`config.mk`:
```
export PLATFORM = sky130hd
export DESIGN_NAME = sd_cmd_arbiter
export DESIGN_NICKNAME = d
export VERILOG_FILES = /design/src/rtl/sd_cmd_arbiter.sv
export SDC_FILE = /design/constraint.sdc
export NUM_CORES = 1
export LEC_CHECK = 0
export BUFFER_PORTS_ARGS = -buffer_cell sky130_fd_sc_hd__clkbuf_2
export CELL_PAD_IN_SITES_DETAIL_PLACEMENT = 1
export CELL_PAD_IN_SITES_GLOBAL_PLACEMENT = 1
export CORE_ASPECT_RATIO = 1.1
export CORE_MARGIN = 10
export CORE_UTILIZATION = 33
export CTS_BUF_LIST = sky130_fd_sc_hd__clkbuf_8 sky130_fd_sc_hd__clkbuf_16
export CTS_CLUSTER_DIAMETER = 50
export CTS_CLUSTER_SIZE = 40
export DETAILED_ROUTE_END_ITERATION = 10
export PLACE_DENSITY_LB_ADDON = 0.1
export SLEW_MARGIN = 20
export SYNTH_ARGS = -nofsm -noshare
export SYNTH_HDL_FRONTEND = slang
export SYNTH_SLANG_ARGS = --single-unit
```
`constraint.sdc`:
```
create_clock -name arb_clk_i -period 4 [get_ports arb_clk_i]
set_clock_uncertainty 0.1 [all_clocks]
set_input_delay 0.6 -clock arb_clk_i [delete_from_list [all_inputs] [get_ports arb_clk_i]]
set_output_delay 0.6 -clock arb_clk_i [all_outputs]
set_load 0.03 [all_outputs]
```
`src/rtl/sd_cmd_arbiter.sv`:
```
// Round-robin arbiter that shares one SPI command engine between two requesters.
// Each transfer runs LOAD -> START -> WAIT -> RESP. A transfer ends on a done edge or on a timeout.
module sd_cmd_arbiter #(
    parameter logic [15:0] TIMEOUT_CYC = 16'd50000,
    parameter logic [47:0] IDLE_CMD    = 48'hFFFF_FFFF_FFFF
) (
    input  logic        arb_clk_i,
    input  logic        arb_rst_i,
    input  logic        req0_i,
    input  logic        req1_i,
    input  logic [47:0] cmd0_i,
    input  logic [47:0] cmd1_i,
    output logic        gnt0_o,
    output logic        gnt1_o,
    output logic        done0_o,
    output logic        done1_o,
    output logic [47:0] resp_o,
    output logic        err_o,
    output logic        busy_o,
    output logic [47:0] instruction_sd_o,
    output logic        spi_rst_o,
    output logic        spi_start_o,
    input  logic [47:0] spi_data_i,
    input  logic        spi_done_i
);

    localparam logic [2:0] S_IDLE  = 3'd0;
    localparam logic [2:0] S_LOAD  = 3'd1;
    localparam logic [2:0] S_START = 3'd2;
    localparam logic [2:0] S_WAIT  = 3'd3;
    localparam logic [2:0] S_RESP  = 3'd4;

    logic [2:0]  state_q, state_d;
    logic [47:0] cmd_q, cmd_d;
    logic [47:0] resp_q, resp_d;
    logic [15:0] cnt_q, cnt_d;
    logic        owner_q, owner_d;
    logic        last_q, last_d;
    logic        err_q, err_d;
    logic [1:0]  done_q, done_d;
    logic        sd_q, sd2_q;
    logic [1:0]  gnt;
    logic        win0, win1, done_edge;

    // last_q = 1 means requester 1 was served last, so requester 0 wins a tie
    assign win0 = req0_i & (~req1_i | last_q);
    assign win1 = req1_i & (~req0_i | ~last_q);

    // An edge seen on the first WAIT cycle reflects a done level that was already high on entry
    assign done_edge = sd_q & ~sd2_q & (cnt_q != 16'd0);

    always_comb begin
        state_d = state_q;
        cmd_d   = cmd_q;
        resp_d  = resp_q;
        cnt_d   = cnt_q;
        owner_d = owner_q;
        last_d  = last_q;
        err_d   = err_q;
        done_d  = 2'b00;
        gnt     = 2'b00;
        case (state_q)
            S_IDLE: begin
                if (win0 | win1) begin
                    gnt     = {win1, win0};
                    owner_d = win1;
                    cmd_d   = win1 ? cmd1_i : cmd0_i;
                    err_d   = 1'b0;
                    state_d = S_LOAD;
                end
            end
            S_LOAD:  state_d = S_START;
            S_START: begin
                cnt_d   = 16'd0;
                state_d = S_WAIT;
            end
            S_WAIT: begin
                cnt_d = cnt_q + 16'd1;
                // A timeout wins over a done edge that arrives in the same cycle
                if (cnt_d == TIMEOUT_CYC - 16'd1) begin
                    err_d   = 1'b1;
                    state_d = S_RESP;
                end else if (done_edge) begin
                    resp_d  = spi_data_i;
                    state_d = S_RESP;
                end
            end
            S_RESP: begin
                done_d[owner_q] = 1'b1;
                last_d          = owner_q;
                state_d         = S_IDLE;
            end
            default: state_d = S_IDLE;
        endcase
    end

    always_ff @(posedge arb_clk_i or posedge arb_rst_i) begin
        if (arb_rst_i) begin
            state_q <= S_IDLE;
            cmd_q   <= IDLE_CMD;
            resp_q  <= 48'd0;
            cnt_q   <= 16'd0;
            owner_q <= 1'b0;
            last_q  <= 1'b1;
            err_q   <= 1'b0;
            done_q  <= 2'b00;
            sd_q    <= 1'b0;
            sd2_q   <= 1'b0;
        end else begin
            state_q <= state_d;
            cmd_q   <= cmd_d;
            resp_q  <= resp_d;
            cnt_q   <= cnt_d;
            owner_q <= owner_d;
            last_q  <= last_d;
            err_q   <= err_d;
            done_q  <= done_d;
            sd_q    <= spi_done_i;
            sd2_q   <= sd_q;
        end
    end

    // The IDLE grant is combinational, so it is masked while reset holds the FSM in IDLE
    assign gnt0_o           = gnt[0] & ~arb_rst_i;
    assign gnt1_o           = gnt[1] & ~arb_rst_i;
    assign done0_o          = done_q[0];
    assign done1_o          = done_q[1];
    assign resp_o           = resp_q;
    assign err_o            = err_q;
    assign busy_o           = (state_q != S_IDLE);
    assign instruction_sd_o = (state_q == S_IDLE) ? IDLE_CMD : cmd_q;
    assign spi_rst_o        = (state_q != S_LOAD);
    assign spi_start_o      = (state_q == S_START);

endmodule

```
==> flow_summary.yaml <==
run_status:
  status: "completed"
critical_path:
  crit_buf_inv: 2
  crit_top_cell: "nor3_1"
  setup.worst_path.start_class: "flop"
  cp_cell_sequence: "nor3_1 > inv_2 > nor3_1 > clkbuf_2"
  critPathArrivalTime_ns: 2.45
  end_kind: "primary output"
  max_stage_delay_ns: 0.50
  r2r_slack_ns: 0.98
  critPathRequiredTime_ns: 3.30
  crit_family: "simple AND/OR/NAND/NOR gates"
  crit_fanout: 51
  cp_slowest_cell: "inv_2"
  path_class: "flop to primary output"
final_layout:
  nNetsFinal: 934
  drive_gt1_share_pct: 50.06
  diodes: 0
  area_growth_pct: 35.84
  finish.instance_area_um2: 8095
  num-fill-cells: 2069
timing:
  finalSetupViolations: 0
  whs_ns: 0.2031
  finalHoldViolations: 0
  max_slew.worst_pin.slew_ns: 0.9635
  fin_ws_ns: 0.8498
  fin_tns_setup_ns: 0
  period_share_pct: 78.76
  fin_crit_ns: 3.150
  relSlewSlack_pct: 35.68
  rsz0062_at_grt: "no"
  timing.fmax_ghz: 0.3174
  finalMaxSlewViolations: 0
clock_network:
  ctsHoldBuffers: 0
  cts_tree: "built"
  cts.clk_slew.worst_paths_ns: 0.06
  clock_tree.buffer_depth: 2
  cts-root-buf: "clkbuf_16"
  cts_setup_buffers: 0
  numCtsBuffers: 17
  clock_latency_ns: 0.41
  cts.repair.resized: 0
  htree_num_levels: 4
  clock_sink_count: 122
drt:
  drt-initial-drc-count: 171
  via_count: 4948
  first_pass_iters: 4
  drt_wl_total_um: 19140
  wl_per_cell_um: 18.52
  ant_nets: 0
  viasPerCell: 4.790
  drc: 0
global_route:
  grt_max_degree: 97
  grtUsageTotal_pct: 16.13
  grt_overflow: 0
  grt_antenna_before_repair: 0
  grt_pass1_wl_um: 30460
  grt_pass1_vias: 5600
logic_synthesis:
  synth.avg_cell_area_um2: 11.02
  synth_edf_count: 0
  ys_ff_latch: 122
  synthArstFlopShare_pct: 100.0
  yosysSeqAreaShare_pct: 52.26
  synthCells: 541
  syn-cell-area_um2: 5959
  synth_nets: 693
  synth-main-ff-cell: "dfrtp_1"
  synth_cell_type_count: 46
  yosys_warnings: 0
floorplan:
  die_y_um: 160.9
  ios: 253
  num_rows: 51
  dieArea_um2: 23840
  fp.coreArea_um2: 17740
  start_util_pct: 33.59
  die_w_um: 148.1
power:
  ir_drop_mv: 0.4383
  power_leakage_nw: 4.021
  power_density_nw_per_um2: 890.2
hold_path:
  hold_class: "input pin to flop"
placed_design:
  port_buffers: 252
  place_congestion: 0.8607
  dpl.hpwl_um: 14800
  place_ws_ns: 1.005
  place_area_um2: 7411
flow_run:
  cap_violations: 0
[cells in the mapped netlist, types with 2 or more instances]
library cell	instances	area share [%]
a21o_1	2	0.25
a21oi_1	60	5.0
a22o_1	3	0.44
and3_1	7	0.73
buf_1	5	0.31
buf_12	2	0.67
buf_2	4	0.34
buf_4	2	0.25
clkbuf_1	22	1.4
dfrtp_1	73	31
dfstp_2	49	22
ha_1	3	0.63
inv_1	9	0.57
mux2_2	28	5.3
mux2_4	20	5.0
mux2i_1	50	8.4
nand2_1	19	1.2
nand2b_1	49	5.1
nand3_1	7	0.59
nand4_1	4	0.42
nand4_2	2	0.42
nor2_1	61	3.8
nor2b_1	4	0.42
nor3_1	10	0.84
nor3b_1	2	0.25
nor4_1	4	0.42
o21ai_0	18	1.5
o22ai_1	2	0.21
or3_1	2	0.21
xor2_1	2	0.29
[stage by stage]
step	utilization (%)	std cells	total power, W
global placement	41.78	1001	0.005435
detailed placement	41.78	1001	0.005527
CTS	45.63	1033	0.007339
finish	45.63	1033	0.007206
global route	45.63	1033	0.007657
floorplan	-	541	0.004488
[metal layers]
metal	vias to the layer above	GRT usage, %	routed length [um]
met1	2407	16.67	6954
met3	21	7.336	1799
met5	-	0	0
met2	168	28.15	10110
li1	2352	-	-
met4	0	5.636	273
[power breakdown]
part | leakage, nW | internal, W | switching [W] | total [W]
clock | 0.330 | 0.00119 | 0.000571 | 0.00176
combinational | 2.29 | 0.00109 | 0.00208 | 0.00317
sequential | 1.41 | 0.00195 | 0.000334 | 0.00228
total | 4.02 | 0.00422 | 0.00298 | 0.00721
[kinds of logic (layout without fill, tap and decap cells)]
| family | Yosys count | in the layout | share of synthesized area (%) |
|---|---|---|---|
| flip-flops | 122 | 122 | 52.26 |
| XOR/XNOR | 2 | 2 | 0.2940 |
| adder cells (fa/ha/maj) | 3 | 3 | 0.6299 |
| buffers and inverters | 45 | 299 | 3.716 |
| AO/OA/AOI/OAI | 93 | 93 | 8.923 |
| multiplexers | 98 | 98 | 18.73 |
| AND/OR/NAND/NOR | 178 | 178 | 15.45 |
[area by class of cell]
class | count | area [um2] | area share, %
timing repair buffer | 258 | 1319 | 16.29
clock buffer | 18 | 439.2 | 5.425
sequential | 122 | 3114 | 38.47
multi-input combinational | 374 | 2643 | 32.64
inverter | 9 | 37.54 | 0.4637
clock inverter | 14 | 245.2 | 3.029
tap | 238 | 297.8 | 3.679
[registers in the layout (all words and copies together), names as in the netlist]
name / cells
cmd_q: 48
resp_o: 48
cnt_q: 16
state_q: 3
done_q: 2
err_o: 1
last_q: 1
owner_q: 1
sd2_q: 1
sd_q: 1
[worst paths after layout]
| path | from | endpoint | cells past startpoint |
|---|---|---|---|
| max | state_q[0] | gnt0_o | 4 |
| min reg2reg | sd_q | sd2_q | 0 |
| max in group asynchronous | arb_rst_i | cnt_q[0] | 3 |
| max reg2reg | cnt_q[8] | resp_o[21] | 7 |
| min | spi_done_i | sd_q | 1 |
| min in group asynchronous | arb_rst_i | cmd_q[20] | 2 |
[placed cells by master (no fill, tap or decap), types with 7 or more instances in the layout]
master and n:
inv_1 7, mux2i_1 50, a21oi_1 59, nand2_1 19
nand2b_1 49, clkbuf_2 252, nor2_1 60, nor3_1 10
o21ai_0 18, mux2_4 20, clkbuf_16 17, mux2_2 28
dfstp_2 49, nand3_1 7, dfrtp_1 73, and3_1 7
Power figures use the tool's default switching activity.
